===== src/rtl/writeback_commit_unit_if.sv =====
// Write-back / commit bundle for writeback_commit_unit: two write-back ways,
// flush, and the register-file commit port.
interface writeback_commit_unit_if;
  logic        way0_valid_i;
  logic        way0_rdWriteEnable_i;
  logic [4:0]  way0_rdAddr_i;
  logic [63:0] way0_rdData_i;
  logic [1:0]  way0_pID_i;
  logic        way0_ready_o;

  logic        way1_valid_i;
  logic        way1_rdWriteEnable_i;
  logic [4:0]  way1_rdAddr_i;
  logic [63:0] way1_rdData_i;
  logic [1:0]  way1_pID_i;
  logic        way1_ready_o;

  logic        flush_i;

  logic        rdWriteEnable_o;
  logic [4:0]  rdAddr_o;
  logic [63:0] rdData_o;
  logic        commitValid_o;
  logic [1:0]  commitPID_o;
  logic [2:0]  occupancy_o;

  modport master (
    output way0_valid_i, way0_rdWriteEnable_i, way0_rdAddr_i, way0_rdData_i, way0_pID_i,
    output way1_valid_i, way1_rdWriteEnable_i, way1_rdAddr_i, way1_rdData_i, way1_pID_i,
    output flush_i,
    input  way0_ready_o, way1_ready_o,
    input  rdWriteEnable_o, rdAddr_o, rdData_o, commitValid_o, commitPID_o, occupancy_o
  );

  modport slave (
    input  way0_valid_i, way0_rdWriteEnable_i, way0_rdAddr_i, way0_rdData_i, way0_pID_i,
    input  way1_valid_i, way1_rdWriteEnable_i, way1_rdAddr_i, way1_rdData_i, way1_pID_i,
    input  flush_i,
    output way0_ready_o, way1_ready_o,
    output rdWriteEnable_o, rdAddr_o, rdData_o, commitValid_o, commitPID_o, occupancy_o
  );
endinterface


===== src/rtl/writeback_commit_unit.sv =====
// Four-entry reorder buffer indexed by pID: accepts two out-of-order write-backs
// per cycle and retires at most one entry per cycle, strictly in pID order.
module writeback_commit_unit #(
  parameter int unsigned DEPTH = 4
) (
  input logic                    clk,
  input logic                    rst,
  writeback_commit_unit_if.slave bus
);

  logic [DEPTH-1:0] occ_q, occ_d;
  logic [DEPTH-1:0] we_q;
  logic [4:0]       addr_q [DEPTH];
  logic [63:0]      data_q [DEPTH];
  logic [1:0]       ptr_q;

  logic             cvalid_q, cwe_q;
  logic [1:0]       cpid_q;
  logic [4:0]       caddr_q;
  logic [63:0]      cdata_q;

  logic             ready0, ready1, acc0, acc1, retire;
  logic [2:0]       occ_cnt;

  // Ready looks only at pre-edge occupancy, so a slot retiring this edge stays closed.
  always_comb begin
    ready0 = !occ_q[bus.way0_pID_i] && !bus.flush_i;
    ready1 = !occ_q[bus.way1_pID_i] && !bus.flush_i
             && !(bus.way0_valid_i && (bus.way0_pID_i == bus.way1_pID_i));
    acc0   = bus.way0_valid_i && ready0;
    acc1   = bus.way1_valid_i && ready1;
    retire = occ_q[ptr_q] && !bus.flush_i;
  end

  always_comb begin
    occ_d = occ_q;
    if (retire) occ_d[ptr_q] = 1'b0;
    if (acc0)   occ_d[bus.way0_pID_i] = 1'b1;
    if (acc1)   occ_d[bus.way1_pID_i] = 1'b1;
    if (bus.flush_i) occ_d = '0;
  end

  always_comb begin
    occ_cnt = '0;
    for (int unsigned i = 0; i < DEPTH; i++) begin
      occ_cnt = occ_cnt + 3'(occ_q[i]);
    end
  end

  always_ff @(posedge clk) begin
    if (!rst) begin
      occ_q    <= '0;
      ptr_q    <= '0;
      cvalid_q <= 1'b0;
      cwe_q    <= 1'b0;
      cpid_q   <= '0;
      caddr_q  <= '0;
      cdata_q  <= '0;
    end else begin
      occ_q <= occ_d;
      if (bus.flush_i) begin
        ptr_q    <= '0;
        cvalid_q <= 1'b0;
        cwe_q    <= 1'b0;
      end else if (retire) begin
        ptr_q    <= ptr_q + 2'd1;
        cvalid_q <= 1'b1;
        cpid_q   <= ptr_q;
        // x0 is hard-wired zero: retire it but never strobe the register file.
        cwe_q    <= we_q[ptr_q] && (addr_q[ptr_q] != 5'd0);
        caddr_q  <= addr_q[ptr_q];
        cdata_q  <= data_q[ptr_q];
      end else begin
        cvalid_q <= 1'b0;
        cwe_q    <= 1'b0;
      end
    end
  end

  // Entry payload needs no reset; occupancy alone qualifies it.
  always_ff @(posedge clk) begin
    if (rst) begin
      if (acc0) begin
        we_q[bus.way0_pID_i]   <= bus.way0_rdWriteEnable_i && bus.way0_valid_i;
        addr_q[bus.way0_pID_i] <= bus.way0_rdAddr_i;
        data_q[bus.way0_pID_i] <= bus.way0_rdData_i;
      end
      if (acc1) begin
        we_q[bus.way1_pID_i]   <= bus.way1_rdWriteEnable_i && bus.way1_valid_i;
        addr_q[bus.way1_pID_i] <= bus.way1_rdAddr_i;
        data_q[bus.way1_pID_i] <= bus.way1_rdData_i;
      end
    end
  end

  assign bus.way0_ready_o    = ready0;
  assign bus.way1_ready_o    = ready1;
  assign bus.rdWriteEnable_o = cwe_q;
  assign bus.rdAddr_o        = caddr_q;
  assign bus.rdData_o        = cdata_q;
  assign bus.commitValid_o   = cvalid_q;
  assign bus.commitPID_o     = cpid_q;
  assign bus.occupancy_o     = occ_cnt;

endmodule

===== src/flat_wrapper.sv =====
// flat-port wrapper written by rule: the top's interface ports become plain ports
module writeback_commit_unit_flat 
#(
  parameter int unsigned DEPTH = 4
)
  (clk, rst, bus_way0_valid_i, bus_way0_rdWriteEnable_i, bus_way0_rdAddr_i, bus_way0_rdData_i, bus_way0_pID_i, bus_way1_valid_i, bus_way1_rdWriteEnable_i, bus_way1_rdAddr_i, bus_way1_rdData_i, bus_way1_pID_i, bus_flush_i, bus_way0_ready_o, bus_way1_ready_o, bus_rdWriteEnable_o, bus_rdAddr_o, bus_rdData_o, bus_commitValid_o, bus_commitPID_o, bus_occupancy_o);
  writeback_commit_unit_if bus_i ();
  input logic clk;
  input logic rst;
  input wire logic [$bits(bus_i.way0_valid_i)-1:0] bus_way0_valid_i;
  input wire logic [$bits(bus_i.way0_rdWriteEnable_i)-1:0] bus_way0_rdWriteEnable_i;
  input wire logic [$bits(bus_i.way0_rdAddr_i)-1:0] bus_way0_rdAddr_i;
  input wire logic [$bits(bus_i.way0_rdData_i)-1:0] bus_way0_rdData_i;
  input wire logic [$bits(bus_i.way0_pID_i)-1:0] bus_way0_pID_i;
  input wire logic [$bits(bus_i.way1_valid_i)-1:0] bus_way1_valid_i;
  input wire logic [$bits(bus_i.way1_rdWriteEnable_i)-1:0] bus_way1_rdWriteEnable_i;
  input wire logic [$bits(bus_i.way1_rdAddr_i)-1:0] bus_way1_rdAddr_i;
  input wire logic [$bits(bus_i.way1_rdData_i)-1:0] bus_way1_rdData_i;
  input wire logic [$bits(bus_i.way1_pID_i)-1:0] bus_way1_pID_i;
  input wire logic [$bits(bus_i.flush_i)-1:0] bus_flush_i;
  output wire logic [$bits(bus_i.way0_ready_o)-1:0] bus_way0_ready_o;
  output wire logic [$bits(bus_i.way1_ready_o)-1:0] bus_way1_ready_o;
  output wire logic [$bits(bus_i.rdWriteEnable_o)-1:0] bus_rdWriteEnable_o;
  output wire logic [$bits(bus_i.rdAddr_o)-1:0] bus_rdAddr_o;
  output wire logic [$bits(bus_i.rdData_o)-1:0] bus_rdData_o;
  output wire logic [$bits(bus_i.commitValid_o)-1:0] bus_commitValid_o;
  output wire logic [$bits(bus_i.commitPID_o)-1:0] bus_commitPID_o;
  output wire logic [$bits(bus_i.occupancy_o)-1:0] bus_occupancy_o;
  assign bus_i.way0_valid_i = bus_way0_valid_i;
  assign bus_i.way0_rdWriteEnable_i = bus_way0_rdWriteEnable_i;
  assign bus_i.way0_rdAddr_i = bus_way0_rdAddr_i;
  assign bus_i.way0_rdData_i = bus_way0_rdData_i;
  assign bus_i.way0_pID_i = bus_way0_pID_i;
  assign bus_i.way1_valid_i = bus_way1_valid_i;
  assign bus_i.way1_rdWriteEnable_i = bus_way1_rdWriteEnable_i;
  assign bus_i.way1_rdAddr_i = bus_way1_rdAddr_i;
  assign bus_i.way1_rdData_i = bus_way1_rdData_i;
  assign bus_i.way1_pID_i = bus_way1_pID_i;
  assign bus_i.flush_i = bus_flush_i;
  assign bus_way0_ready_o = bus_i.way0_ready_o;
  assign bus_way1_ready_o = bus_i.way1_ready_o;
  assign bus_rdWriteEnable_o = bus_i.rdWriteEnable_o;
  assign bus_rdAddr_o = bus_i.rdAddr_o;
  assign bus_rdData_o = bus_i.rdData_o;
  assign bus_commitValid_o = bus_i.commitValid_o;
  assign bus_commitPID_o = bus_i.commitPID_o;
  assign bus_occupancy_o = bus_i.occupancy_o;
  writeback_commit_unit #(.DEPTH(DEPTH)) u_core (.clk(clk), .rst(rst), .bus(bus_i));
endmodule

===== config.mk =====
export PLATFORM = sky130hd
export DESIGN_NAME = writeback_commit_unit_flat
export DESIGN_NICKNAME = d
export VERILOG_FILES = /design/src/rtl/writeback_commit_unit_if.sv /design/src/rtl/writeback_commit_unit.sv /design/src/flat_wrapper.sv
export SDC_FILE = /design/constraint.sdc
export NUM_CORES = 1
export LEC_CHECK = 0
export CAP_MARGIN = 20
export CORE_UTILIZATION = 39
export CTS_CLUSTER_DIAMETER = 150
export DETAILED_ROUTE_END_ITERATION = 8
export GPL_TIMING_DRIVEN = 0
export SYNTH_ARGS = -nofsm -noshare
export SYNTH_HDL_FRONTEND = slang
export SYNTH_SLANG_ARGS = --single-unit

===== constraint.sdc =====
create_clock -name clk -period 17.9 [get_ports clk]
set_input_delay 1.79 -clock clk [delete_from_list [all_inputs] [get_ports clk]]
set_output_delay 1.79 -clock clk [all_outputs]
set_load 0.05 [all_outputs]

# [Word level (Yosys, flattened, before mapping)]
# Memory sizes are Yosys's and may differ from the RTL's. A register that Yosys moved wholly into a read port is not among the register bits.
# Index checks and enable logic that the tools add are counted.
[totals] register_bits=19 ram_bits=276 inputBits=149 out_inout_bits=78 word_cells=80 mem_count=2
[mem_list] memory="u_core.data_q" depth=4 width=64 read_ports=1 rd_ports_with_merged_regs=1 write_ports=2 line="writeback_commit_unit.sv:14" text="logic [63:0] data_q [DEPTH];"
[mem_list] memory="u_core.addr_q" depth=4 width=5 read_ports=1 rd_ports_with_merged_regs=1 write_ports=2 line="writeback_commit_unit.sv:13" text="logic [4:0] addr_q [DEPTH];"
[classes] n_addsub=4 order_cmp=6 n_eq_ne=1 mux=31 n_bitwise=7 n_reduce_logical=22
[op_table] cell="4-bit 2-to-1 mux" n=6
[op_table] cell="1-bit 2-to-1 mux" n=14
[op_table] cell="1-bit logical AND" n=13
[op_table] cell="2-bit by 3-bit less-than comparator with 1-bit output (second input constant)" n=3
[op_table] cell="1-bit binary-select mux with 2-bit select" n=4
[op_table] cell="4-bit bitwise mux" n=2
[op_table] cell="4-bit OR" n=2
[op_table] cell="3-bit by 1-bit adder with 3-bit output" n=2
[op_table] cell="1-bit demux with 2-bit select" n=3
[op_table] cell="2-bit by 1-bit >= comparator with 1-bit output (second input constant)" n=3
[op_table] cell="1-bit zero test" n=5
[op_table] cell="5-bit nonzero test" n=1
[op_table] cell="4-bit bitwise AND" n=1
[op_table] cell="2-bit 2-to-1 mux" n=2
[op_table] cell="4-bit NOT" n=1
[op_table] cell="1-bit NOT" n=3
[op_table] cell="3-bit OR reduction" n=1
[op_table] cell="1-bit by 1-bit adder with 2-bit output" n=1
[op_table] cell="2-bit by 1-bit adder with 2-bit output (second input constant)" n=1
[op_table] cell="2-bit == test" n=1
[op_table] cell="2-bit AND reduction" n=1
[op_table] cell="2-bit OR reduction" n=1

# [Logic depth before layout (Yosys ltp)]
[depth] depth_word=11 mapped_depth=8 ltp_nobuf=5

# [Least setup slack after synthesis]
# OpenSTA, ideal clock, no wires.
[synth_timing] kind="input to register" from="in rst" to="mem u_core.addr_q[0][0] (enable)" setup_time_ns=0.599 t_arrival_ns=8.104 required_ns=17.301 slack_ns=9.197 stages=5 path_buffers=2 cell_sequence="clkbuf_1 > clkbuf_1 > nand2_1 > or3b_2 > o31ai_1"
[synth_lines] element="from (decl)" line="flat_wrapper.sv:9" text="input logic rst;"
[synth_lines] element="to (decl)" line="writeback_commit_unit.sv:13"

# [Final worst setup path]
[layout_timing] from="in bus_way0_pID_i[1]" to="out bus_way1_ready_o"
[layout_via] elab_chain_cells=4
[layout_lines] element="from (decl)" line="flat_wrapper.sv:14" text="input wire logic [$bits(bus_i.way0_pID_i)-1:0] bus_way0_pID_i;"
[layout_lines] element="2-bit == test" line="writeback_commit_unit.sv:29" text="&& !(bus.way0_valid_i && (bus.way0_pID_i == bus.way1_pID_i));"
[layout_lines] element="1-bit logical AND" line="writeback_commit_unit.sv:29"
[layout_lines] element="1-bit zero test" line="writeback_commit_unit.sv:29"
[layout_lines] element="1-bit logical AND" line="writeback_commit_unit.sv:29"
[layout_lines] element="to (decl)" line="flat_wrapper.sv:22" text="output wire logic [$bits(bus_i.way1_ready_o)-1:0] bus_way1_ready_o;"
# Every way passes these cells.

==> flow_summary.yaml <==
critical_path:
  cp_max_fo: 10
  cpPeakStageDelay_ps: 790
  cpMostUsedCell: "clkdlybuf4s50_1"
  crit_slowest_cell: "clkdlybuf4s50_1"
  critPathKind: "in -> out"
  cp_data_required_time_ps: 16110
  cp-end-kind: "output pin"
  crit_chain: "clkdlybuf4s50_1, xnor2_1, a311oi_2, buf_4, and3_1, clkdlybuf4s50_1"
  arrival_ps: 4240
  startpoint_type: "input port"
floorplanning:
  core-area_mm2: 0.0423
  io_pins: 227
  die_y_um: 210
  std_cell_rows: 75
  start_util: 0.398
  die_area_mm2: 0.0441
  die_w_um: 210
routing:
  drc: 0
  drtAntennaViolNets: 0
  drtIter0Drc: 633
  wirelength_um: 46300
  vias: 10312
  vias_per_cell: 5.21
  routedWlPerCell_um: 23.4
  drt-pass1-iter-count: 4
final_layout:
  design_area_mm2: 0.0215
  final_util: 0.508
  nets: 1522
  area_growth_pct: 27.6
  layoutNonFillerInstCount: 1979
  drive_above_1_share: 0.336
timing:
  slew_violations: 0
  setup_slack_ps: 11870
  fin_crit_sh: 0.337
  grt_setup_unrepaired: "false"
  slew_headroom: 0.351
  whs_ps: 462
  finalClockSkew_ps: 25.4
  clock.fmax_ghz: 0.166
  min_period_ps: 6030
  fin_setup_tns_ps: 0
  tightest_slew_ps: 973
  final_hold_viol_count: 0
  finalSetupViolCount: 0
run:
  max_cap_viol_count: 0
place:
  dp_hpwl_um: 31800
  place_congestion: 0.808
  dp.cells: 1900
  dpl-instance-area_mm2: 0.0202
  port_buffers: 223
  dp_slack_ps: 11730
clocking:
  clk_path_buf_depth: 3
  post_cts_buffers: 0
  cts_hold_buffers: 0
  cts_max_level: 2
  clk_pin_slew_ps: 60
  cts.sinks: 361
  cts-root-buf: "clkbuf_16"
  cts.repair.resized: 0
  cts_tree: "built"
  clk_latency_ps: 540
  cts_made_buffers: 41
global_routing:
  grt_overflow: 0
  grt_max_degree: 24
  grt_pass1_vias: 10622
  track_usage: 0.210
  grt_first_pass_wirelength_um: 67900
  antenna_found_initial: 7
synthesis:
  syn_inst: 1084
  syn_nets: 1240
  ys.flop_type: "edfxtp_1"
  synth.avg_cell_area_um2: 15.6
  async_reset_ff_frac: 0
  yosysWarnings: 0
  yosysSeqAreaShare: 0.595
  synth_cell_types: 40
  syn_area_mm2: 0.0169
  synth_edf_count: 280
  synth-seq-cells: 361
pwr:
  power_mw: 1.90
  powerDensity_mw_per_mm2: 88.2
  peakVddDrop_v: 0.0000639
  p_leak_nw: 7.01
run_status:
  status: "complete, no violations"
min_path:
  hp-class: "reg -> reg"
-- flip-flops by register name, summed over array words and instances, names as in the netlist, named ones only --
name and cells:
u_core.bus.commitValid_o 1, u_core.ptr_q 2, u_core.data_q 256, u_core.addr_q 20
u_core.bus.commitPID_o 2, u_core.bus.rdData_o 64, u_core.occ_q 4, u_core.bus.rdAddr_o 5
u_core.bus.rdWriteEnable_o 1, u_core.we_q 4
-- placed cells by master (no fill, tap or decap), types with 3 or more instances in the layout --
master,count
o21ai_0,5
mux4_2,72
clkinv_2,5
clkbuf_8,5
buf_6,7
buf_16,4
buf_12,8
nand2_1,148
diode_2,3
buf_2,26
nor2_1,5
nor3_1,4
inv_1,8
nand3_1,4
buf_8,4
nand2b_1,3
clkinv_1,6
mux2_4,9
a31oi_1,4
dfxtp_1,81
mux2_2,275
a21boi_0,70
xnor2_1,3
clkdlybuf4s50_1,223
a21oi_1,7
edfxtp_1,280
ha_1,6
clkbuf_1,54
clkbuf_16,43
-- per-layer routing --
metal	track usage	part of all wire
met5	0	0.0011
met4	0.0586	0.021
met3	0.0419	0.052
met2	0.358	0.50
met1	0.273	0.43
-- area by class of cell --
class / instances / area [um^2]
multi-input cells: 639 / 6480
clock inverters: 14 / 116
flip-flops and latches: 361 / 10000
diodes: 3 / 7.51
well taps: 577 / 722
clock buffers: 62 / 1200
inverters: 8 / 30.0
plain buffers: 76 / 374
repair buffers: 239 / 2560
fillers: 3706 / 20800
-- cell families (layout without fill, tap and decap cells) --
| group | count (synthesis) | count (layout) | synth area share |
|---|---|---|---|
| other | 0 | 3 | 0 |
| adder cells (fa/ha/maj) | 7 | 7 | 0.00564 |
| AND/OR/NAND/NOR | 178 | 178 | 0.0451 |
| multiplexers | 359 | 359 | 0.290 |
| AO/OA/AOI/OAI | 92 | 92 | 0.0392 |
| XOR/XNOR | 3 | 3 | 0.00156 |
| flip-flops | 361 | 361 | 0.595 |
| buffers and inverters | 84 | 399 | 0.0240 |
-- worst paths after layout --
path | from | end | slack (ps) | depth (start not counted)
worst max-delay path | bus_way0_pID_i[1] | bus_way1_ready_o | 11870 | 6
worst min-delay path | u_core.bus.rdData_o[56] | u_core.bus.rdData_o[56] | 460 | 2
worst max register to register | u_core.occ_q[1] | u_core.data_q[3][8] | 14450 | 7
worst min register to register | u_core.bus.rdData_o[56] | u_core.bus.rdData_o[56] | 460 | 2
-- cells in the mapped netlist, drive strengths merged, types with 2 or more instances --
| library cell | n | share of area |
|---|---|---|
| a31oi | 4 | 0.0015 |
| xnor2 | 3 | 0.0016 |
| dfxtp | 81 | 0.096 |
| nor2b | 2 | 0.00074 |
| inv | 8 | 0.0018 |
| edfxtp | 280 | 0.50 |
| mux2 | 286 | 0.19 |
| clkbuf | 40 | 0.0089 |
| nand4 | 3 | 0.0029 |
| mux4 | 72 | 0.096 |
| buf | 36 | 0.013 |
| nand2b | 3 | 0.0011 |
| ha | 6 | 0.0045 |
| and3 | 2 | 0.00074 |
| nor3 | 4 | 0.0012 |
| nor2 | 5 | 0.0011 |
| a21oi | 7 | 0.0021 |
| nand2 | 148 | 0.033 |
| nand3 | 4 | 0.0012 |
| a21boi | 70 | 0.031 |
| o21ai | 7 | 0.0021 |
-- worst max-delay path: cells and delay by family --
kind                      cells  cell delay, ps
buffers and inverters         3            1740
and+or+nand+nor               1             180
AOI/OAI and AO/OA             1             390
xor gates and xnor gates      1             130
-- power by group --
| group | internal [mW] | switching (mW) | total (mW) |
|---|---|---|---|
| clock | 0.490 | 0.333 | 0.823 |
| sequential | 0.923 | 0.00496 | 0.928 |
| combinational | 0.0795 | 0.0678 | 0.147 |
No activity file was read; power rests on OpenSTA's default activity.
